<file path="src/rtl/otter_cu_fsm.sv">
// Multicycle control FSM for the OTTER RISC-V MCU: fetch, execute, load write-back, interrupt entry.
// Define OTTER_INTR_LATCH_EN to latch interrupt requests until serviced (default: level-sensitive intr).
module otter_cu_fsm #(
    parameter int MEM_WAIT = 0,
    parameter int CNT_W    = 4
) (
    input  logic       CLK,
    input  logic       RST_N,
    input  logic [6:0] opcode,
    input  logic [2:0] func3,
    input  logic       intr,
    input  logic       mie,
    output logic       PC_WE,
    output logic       RF_WE,
    output logic       memRDEN1,
    output logic       memRDEN2,
    output logic       memWE2,
    output logic       csr_WE,
    output logic       int_taken,
    output logic       mret_exec,
    output logic       rst_out,
    output logic [2:0] state_o
);

    typedef enum logic [2:0] {
        ST_INIT  = 3'd0,
        ST_FETCH = 3'd1,
        ST_EXEC  = 3'd2,
        ST_WB    = 3'd3,
        ST_INTR  = 3'd4
    } state_t;

    localparam logic [6:0] OP_LOAD   = 7'b0000011;
    localparam logic [6:0] OP_STORE  = 7'b0100011;
    localparam logic [6:0] OP_BRANCH = 7'b1100011;
    localparam logic [6:0] OP_LUI    = 7'b0110111;
    localparam logic [6:0] OP_AUIPC  = 7'b0010111;
    localparam logic [6:0] OP_JAL    = 7'b1101111;
    localparam logic [6:0] OP_JALR   = 7'b1100111;
    localparam logic [6:0] OP_IMM    = 7'b0010011;
    localparam logic [6:0] OP_RG3    = 7'b0110011;
    localparam logic [6:0] OP_SYS    = 7'b1110011;

    state_t           state;
    state_t           next_state;
    logic [CNT_W-1:0] wb_cnt;
    logic             pend;
    logic             take_intr;

    assign state_o   = state;
    assign take_intr = pend && mie;

`ifdef OTTER_INTR_LATCH_EN
    // Clear wins over a same-cycle set so a request held through INTR is not re-taken.
    always_ff @(posedge CLK or negedge RST_N) begin
        if (!RST_N) begin
            pend <= 1'b0;
        end else if (state == ST_INTR) begin
            pend <= 1'b0;
        end else if (intr) begin
            pend <= 1'b1;
        end
    end
`else
    assign pend = intr;
`endif

    always_ff @(posedge CLK or negedge RST_N) begin
        if (!RST_N) begin
            state  <= ST_INIT;
            wb_cnt <= '0;
        end else begin
            state <= next_state;
            if (state == ST_EXEC && opcode == OP_LOAD) begin
                wb_cnt <= CNT_W'(MEM_WAIT);
            end else if (state == ST_WB && wb_cnt != '0) begin
                wb_cnt <= wb_cnt - 1'b1;
            end
        end
    end

    always_comb begin
        next_state = state;
        PC_WE      = 1'b0;
        RF_WE      = 1'b0;
        memRDEN1   = 1'b0;
        memRDEN2   = 1'b0;
        memWE2     = 1'b0;
        csr_WE     = 1'b0;
        int_taken  = 1'b0;
        mret_exec  = 1'b0;
        rst_out    = 1'b0;
        case (state)
            ST_INIT: begin
                rst_out    = 1'b1;
                next_state = ST_FETCH;
            end
            ST_FETCH: begin
                memRDEN1   = 1'b1;
                next_state = ST_EXEC;
            end
            ST_EXEC: begin
                next_state = take_intr ? ST_INTR : ST_FETCH;
                PC_WE      = 1'b1;
                case (opcode)
                    OP_LOAD: begin
                        memRDEN2   = 1'b1;
                        PC_WE      = 1'b0;
                        next_state = ST_WB;
                    end
                    OP_STORE:  memWE2 = 1'b1;
                    OP_BRANCH: ;
                    OP_LUI, OP_AUIPC, OP_JAL, OP_JALR, OP_IMM, OP_RG3: RF_WE = 1'b1;
                    OP_SYS: begin
                        if (func3 == 3'b000) begin
                            mret_exec = 1'b1;
                        end else if (func3 == 3'b001 || func3 == 3'b010 || func3 == 3'b011) begin
                            RF_WE  = 1'b1;
                            csr_WE = 1'b1;
                        end
                    end
                    default: ;
                endcase
            end
            ST_WB: begin
                memRDEN2 = 1'b1;
                // Interrupts are only considered once the load has retired.
                if (wb_cnt == '0) begin
                    RF_WE      = 1'b1;
                    PC_WE      = 1'b1;
                    next_state = take_intr ? ST_INTR : ST_FETCH;
                end
            end
            ST_INTR: begin
                int_taken  = 1'b1;
                PC_WE      = 1'b1;
                next_state = ST_FETCH;
            end
            default: next_state = ST_INIT;
        endcase
    end

endmodule
</file>
<file path="config.mk">
export PLATFORM = sky130hd
export DESIGN_NAME = otter_cu_fsm
export DESIGN_NICKNAME = d
export VERILOG_FILES = /design/src/rtl/otter_cu_fsm.sv
export SDC_FILE = /design/constraint.sdc
export NUM_CORES = 1
export LEC_CHECK = 0
export BUFFER_PORTS_ARGS = -buffer_cell sky130_fd_sc_hd__buf_2
export CORE_MARGIN = 2
export CORE_UTILIZATION = 25
export CTS_BUF_LIST = sky130_fd_sc_hd__clkbuf_16
export DETAILED_ROUTE_END_ITERATION = 8
export HOLD_SLACK_MARGIN = 0.08
export SKIP_CTS_REPAIR_TIMING = 1
export SYNTH_ARGS = -nofsm -noshare
export SYNTH_HDL_FRONTEND = slang
export SYNTH_SLANG_ARGS = --single-unit
</file>
<file path="constraint.sdc">
create_clock -name CLK -period 1.5 [get_ports CLK]
set_input_delay 0.225 -clock CLK [delete_from_list [all_inputs] [get_ports CLK]]
set_output_delay 0.225 -clock CLK [all_outputs]
set_load 0.01 [all_outputs]
</file>
==> out/results.txt, run 1 <==
register area share after synthesis = 31.8%
DP HPWL = 1.18 mm
first-pass GRT wire length = 2.50 mm
R2R Path End = state_o[0]
combinational share of power = 54.7%
RSZ-0062 raised after global routing = yes
most common cell in the netlist = dfrtp_1
WP data required = 1.27 ns
WP data arrival = 1.43 ns
HP Class = input pin to register
Yosys cell types = 30
reg2reg start = wb_cnt[0]
Detailed Route WL = 1.69 mm
# clock sinks = 7
ANT nets after route = 0
startpoint types = register
Placeable Area = 2020 sq um
Int Power = 1.19 mW
Slew HR = 70.0%
R2R Setup Slk = -0.09 ns
total power = 1.91 mW
drc violations = 0
Adder-Cell Fraction of Synth Area = 2.27%
row count = 16
CP endpoint = RF_WE
#FFs+latches synth = 7
H-tree Lvls = 1
largest net degree at the start of global routing = 11
via count = 655
number of fill cells = 198
clk root buf = clkbuf_16
Clock power frac = 23.5%
status = complete, but fails checks
mux contribution to synthesized area = 1.82%
DR WL/cell = 12.1 microns
post-synthesis simple-gate area fraction = 46.6%
Syn Inst Count = 64
io pins = 26
Clock Skews = 0.00524 ns
Pins Over Slew Limit = 0
async set or reset register ratio after synthesis = 100%
crit path max fanout = 2
Period minus WS final = 1.65 ns
Commonest cells post-synth = dfrtp_1 (7), nor2_1 (6), nor3_1 (6)
r2r worst-path depth = 5
number of synthesized flops with an enable pin = 0
CP delay by family, top = flip-flops
Post-Synthesis Net Count = 79
register share of total power = 21.8%
Pre-antenna DRT Iters = 4
Initial Util = 27.2%
Yosys top cell by area = dfrtp_1
initial DRC count = 13
measured slew at the worst slew-check pin = 0.446 ns
area grow syn2layout = 86.6%
CTS clk-pin slew, worst paths = 0.04 ns
Sw Share = 37.5%
initial antenna violation count = 0
Core Util, Final = 50.8%
leak pwr = 0.496 nW
largest cells by area after synthesis = dfrtp_1 (32%), or3_1 (5.7%), nor3_1 (5.5%)
share of cells above drive strength 1 = 59.8%
Final Setup Violations = 8
fin nets = 128
clock latency on the worst-skew pair = 0.23 ns
Max Cap Viol = 0
Top FF cell, synth = dfrtp_1
Post-Synth XOR/XNOR Area = 0%
Synth warnings = 0
fmax = 606 MHz
die area = 2590 sq um
Synth Area in Compound Gates = 13.4%
Final Hold Vio Count = 0
GRT Util Overall = 12.7%
Buf+Inv Stages, Crit Path = 2
share of the synthesized area in the top cell type = 31.8%
Die W = 50.9 microns
main combinational cell family by area after synthesis = simple AND/OR/NAND/NOR gates
TritonCTS clock tree = built
final setup TNS = -0.594 ns
final worst-path cycle share = 110%
CP Depth = 6
crit end category = primary output
deepest clock path buffer count = 2
PwrDens = 1860 nW/um^2
CP cell instances = inv_1, ha_2, nand4b_1, nor3_2, a311o_2, buf_6
port buffer count = 25
vias in the first global route = 612
CP startpoint = wb_cnt[0]
routability cong. = 0.818
global route overflow = 0
via/cell ratio = 4.71
die height = 50.9 microns
Net Switching = 0.715 mW
failing checks = setup timing
maximum vdd ir drop = 0.915 mV
total CTS buffers = 3
Ant. Diodes = 0
final worst slack = -0.150 ns
Worst path slowest cell = dfrtp_1
crit path kind = register to primary output
Critical Path Max Stage Delay = 0.33 ns
synthesized area per cell = 8.60 sq um
synthesized area = 551 sq um
Worst Hold Launch = mie
-- kinds of logic (layout without fill, tap and decap cells) --
kind of cell               count (synthesis)  after routing
buffers and inverters                      5             53
AOI/OAI and AO/OA                         12             12
adders and majority gates                  1              1
and+or+nand+nor                           38             38
DFF                                        7              7
muxes                                      1              1
-- metal layers --
layer	GRT usage [%]	vias to the layer above	wire [microns]	part of all wire, %
met4	4.05	0	15	0.89
li1	-	341	-	-
met3	4.39	2	38	2.3
met5	0	-	0	0
met1	16.1	299	835	49
met2	20.1	13	797	47
-- power groups by stage --
stage	registers [mW]	logic, mW	clock network [mW]
after floorplan	0.372	0.442	0
after global placement	0.395	0.786	0
after detailed placement	0.397	0.793	0
after CTS	0.395	0.797	0.453
after global routing	0.431	1.14	0.479
final	0.416	1.04	0.448
-- area by class of cell --
cell class,instances,area [sq um],share of cell area [%]
timing repair buffer,45,288,28.0
clock buffer,3,75.1,7.31
clock inverter,1,3.75,0.365
sequential,7,179,17.4
tap,27,33.8,3.29
inverter,4,15.0,1.46
multi-input combinational,52,433,42.1
-- worst reg2reg max path: cells and delay by family (launching register included) --
kind / cells / cell delay (ns)
AND/OR/NAND/NOR: 3 / 0.86
flip-flops: 1 / 0.36
adder cells (fa/ha/maj): 1 / 0.17
buffers and inverters: 1 / 0.06
-- state kept, by name (all words and copies together) (netlist names) --
signal   count
state_o      3
wb_cnt       4
-- placed cells by master, fill, tap and decap left out, types with 2 or more instances in the layout --
cell type,instances
buf_2,24
buf_4,18
nor2_1,6
inv_1,5
o21ai_0,4
or3_1,4
dfrtp_1,4
a21oi_2,3
nor3_1,3
clkbuf_16,3
dfrtp_2,3
nand4bb_1,2
nor3_2,2
nor3b_2,2
nand3b_1,2
a21oi_1,2
buf_6,2
-- per-stage QoR --
| stage | instance area (sq um) | hold slack, ns | worst slack [ns] | std cells |
|---|---|---|---|---|
| floorplan | 551 | -0.0706 | 0.0147 | 64 |
| global placement | 807 | 0.0657 | -0.111 | 129 |
| detailed placement | 807 | 0.0674 | -0.160 | 129 |
| CTS | 886 | -0.177 | -0.315 | 133 |
| global route | 1030 | 0.273 | -0.219 | 139 |
| finish | 1030 | 0.235 | -0.150 | 139 |
-- how the worst min path moves through the flow --
stage | to | slack (ns) | cells past startpoint
after floorplan | state_o[0] | -0.07 | 0
after global placement | wb_cnt[0] | 0.07 | 1
after detailed placement | wb_cnt[0] | 0.07 | 1
after CTS | wb_cnt[0] | -0.18 | 1
after global routing | state_o[2] | 0.27 | 3
final | state_o[2] | 0.24 | 3
Note: power is estimated with default switching activity, not from simulation.
==> run 2, diff against run 1 <==
--- a/config.mk
+++ b/config.mk
@@ -6,7 +6,6 @@
 export NUM_CORES = 1
 export LEC_CHECK = 0
 export BUFFER_PORTS_ARGS = -buffer_cell sky130_fd_sc_hd__buf_2
-export CORE_MARGIN = 2
 export CORE_UTILIZATION = 25
 export CTS_BUF_LIST = sky130_fd_sc_hd__clkbuf_16
 export DETAILED_ROUTE_END_ITERATION = 8
==> out/results.txt, run 2 (synthesis gave the netlist of run 1 again) <==
commonest non-fill, non-tap cell in the layout = buf_2 (unchanged)
status = complete, but fails checks (unchanged)
failing checks = setup timing (unchanged)
CP cell instances = inv_1, ha_2, nand4b_1, nor3_2, a311o_2, buf_6 (unchanged)
initial antenna violation count = 0 (unchanged)
Period minus WS final = 1.72 ns (was 1.65 ns)
die height = 48.9 microns (was 50.9 microns)
DP HPWL = 1.18 mm (about the same)
largest reg by FF count = wb_cnt (unchanged)
max reg flops = 4 (unchanged)
share of cells above drive strength 1 = 55.1% (was 59.8%)
Final Hold Vio Count = 0 (unchanged)
GRT Util Overall = 14.1% (was 12.7%)
TritonCTS clock tree = built (unchanged)
via/cell ratio = 4.93 (was 4.71)
Die W = 48.9 microns (was 50.9 microns)
Ant. Diodes = 0 (unchanged)
post-route insts no fill = 134 (was 139)
global route overflow = 0 (unchanged)
Final Setup Violations = 9 (was 8)
RSZ-0062 raised after global routing = yes (unchanged)
HP Class = input pin to register (unchanged)
placed cell count = 127 (was 129)
WP data arrival = 1.49 ns (was 1.43 ns)
deepest clock path buffer count = 2 (unchanged)
r2r worst-path depth = 5 (unchanged)
first-pass GRT wire length = 2.56 mm (was 2.50 mm)
Clock Skews = 0.00266 ns (was 0.00524 ns)
R2R Path End = wb_cnt[3] (was state_o[0])
fin nets = 123 (was 128)
measured slew at the worst slew-check pin = 0.412 ns (was 0.446 ns)
Placeable Area = 2020 sq um (unchanged)
initial DRC count = 10 (was 13)
crit path kind = register to primary output (unchanged)
DR WL/cell = 13.2 microns (was 12.1 microns)
leak pwr = 0.465 nW (was 0.496 nW)
startpoint types = register (unchanged)
PwrDens = 1890 nW/um^2 (was 1860 nW/um^2)
Slew HR = 72.3% (was 70.0%)
R2R Setup Slk = -0.17 ns (was -0.09 ns)
crit path max fanout = 2 (unchanged)
final worst-path cycle share = 114% (was 110%)
Pre-antenna DRT Iters = 4 (unchanged)
Worst Hold Launch = mie (unchanged)
Max Cap Viol = 0 (unchanged)
area grow syn2layout = 77.0% (was 86.6%)
die area = 2390 sq um (was 2590 sq um)
final worst slack = -0.215 ns (was -0.150 ns)
Detailed Route WL = 1.76 mm (was 1.69 mm)
final setup TNS = -1.09 ns (was -0.594 ns)
Initial Util = 27.2% (unchanged)
Worst path slowest cell = a311o_2 (was dfrtp_1)
Critical Path Max Stage Delay = 0.37 ns (was 0.33 ns)
reg2reg start = wb_cnt[0] (unchanged)
CTS clk-pin slew, worst paths = 0.04 ns (about the same)
row count = 16 (unchanged)
largest net degree at the start of global routing = 11 (unchanged)
WP data required = 1.27 ns (about the same)
Hold Path End = state_o[2] (unchanged)
ANT nets after route = 0 (unchanged)
clock latency on the worst-skew pair = 0.23 ns (about the same)
fmax = 583 MHz (was 606 MHz)
port buffer count = 25 (unchanged)
# clock sinks = 7 (unchanged)
vias in the first global route = 608 (was 612)
routability cong. = 0.821 (was 0.818)
crit end category = primary output (unchanged)
total CTS buffers = 3 (unchanged)
io pins = 26 (unchanged)
drc violations = 0 (unchanged)
Pins Over Slew Limit = 0 (unchanged)
number of fill cells = 188 (was 198)
H-tree Lvls = 1 (unchanged)
clk root buf = clkbuf_16 (unchanged)
via count = 660 (was 655)
maximum vdd ir drop = 0.718 mV (was 0.915 mV)
Hold Path Depth = 3 (unchanged)
most frequent cells in the layout = buf_2 (24), buf_4 (14), nor2_1 (6), inv_1 (5) (was buf_2 (24), buf_4 (18), nor2_1 (6), inv_1 (5))
## run 2: routing by layer
metal | wire, microns | track usage, %
met1 | 778 | 17.6
met2 | 878 | 22.7
met3 | 51 | 2.80
met4 | 56 | 7.35
met5 | 0 | 0
## run 2: worst max path at each step
stage / start / endpoint / depth (start not counted)
6_report: wb_cnt[0] / RF_WE / 6
5_1_grt: wb_cnt[1] / RF_WE / 6
4_1_cts: wb_cnt[0] / RF_WE / 6
3_5_place_dp: opcode[6] / RF_WE / 5
3_3_place_gp: opcode[6] / RF_WE / 5
2_1_floorplan: wb_cnt[0] / state_o[0] / 5
## run 2: area by class of cell
cell class                 instances  area (sq um)  area share (%)
clock buffer                       3          75.1            7.70
sequential                         7           179            18.4
timing repair buffer              40           246            25.3
multi-input combinational         52           422            43.3
clock inverter                     1          3.75           0.385
inverter                           4          15.0            1.54
tap                               27          33.8            3.47
## run 2: per-stage QoR
step           util (%)  setup slack [ns]  hold WS (ns)  cell area, sq um  power, mW
6_report           48.2            -0.215         0.300               975       1.85
5_1_grt            48.2            -0.261         0.305               975       1.97
4_1_cts            43.1            -0.266        -0.171               871       1.63
3_5_place_dp       39.2           -0.0997        0.0712               792       1.17
3_3_place_gp       39.2            -0.123        0.0664               792       1.15
2_1_floorplan         -            0.0147       -0.0706               551      0.814
## run 2: power breakdown
group          internal (mW)  switching, mW
sequential             0.286          0.143
combinational          0.507          0.466
clock                  0.346         0.0975
## run 2: worst max-delay path: cells and delay by family, from the launching register on
family,cells,cell delay (ns)
flops,1,0.34
fa+ha+maj,1,0.18
simple gates,2,0.19
compound gates,1,0.37
buf+inv,2,0.17
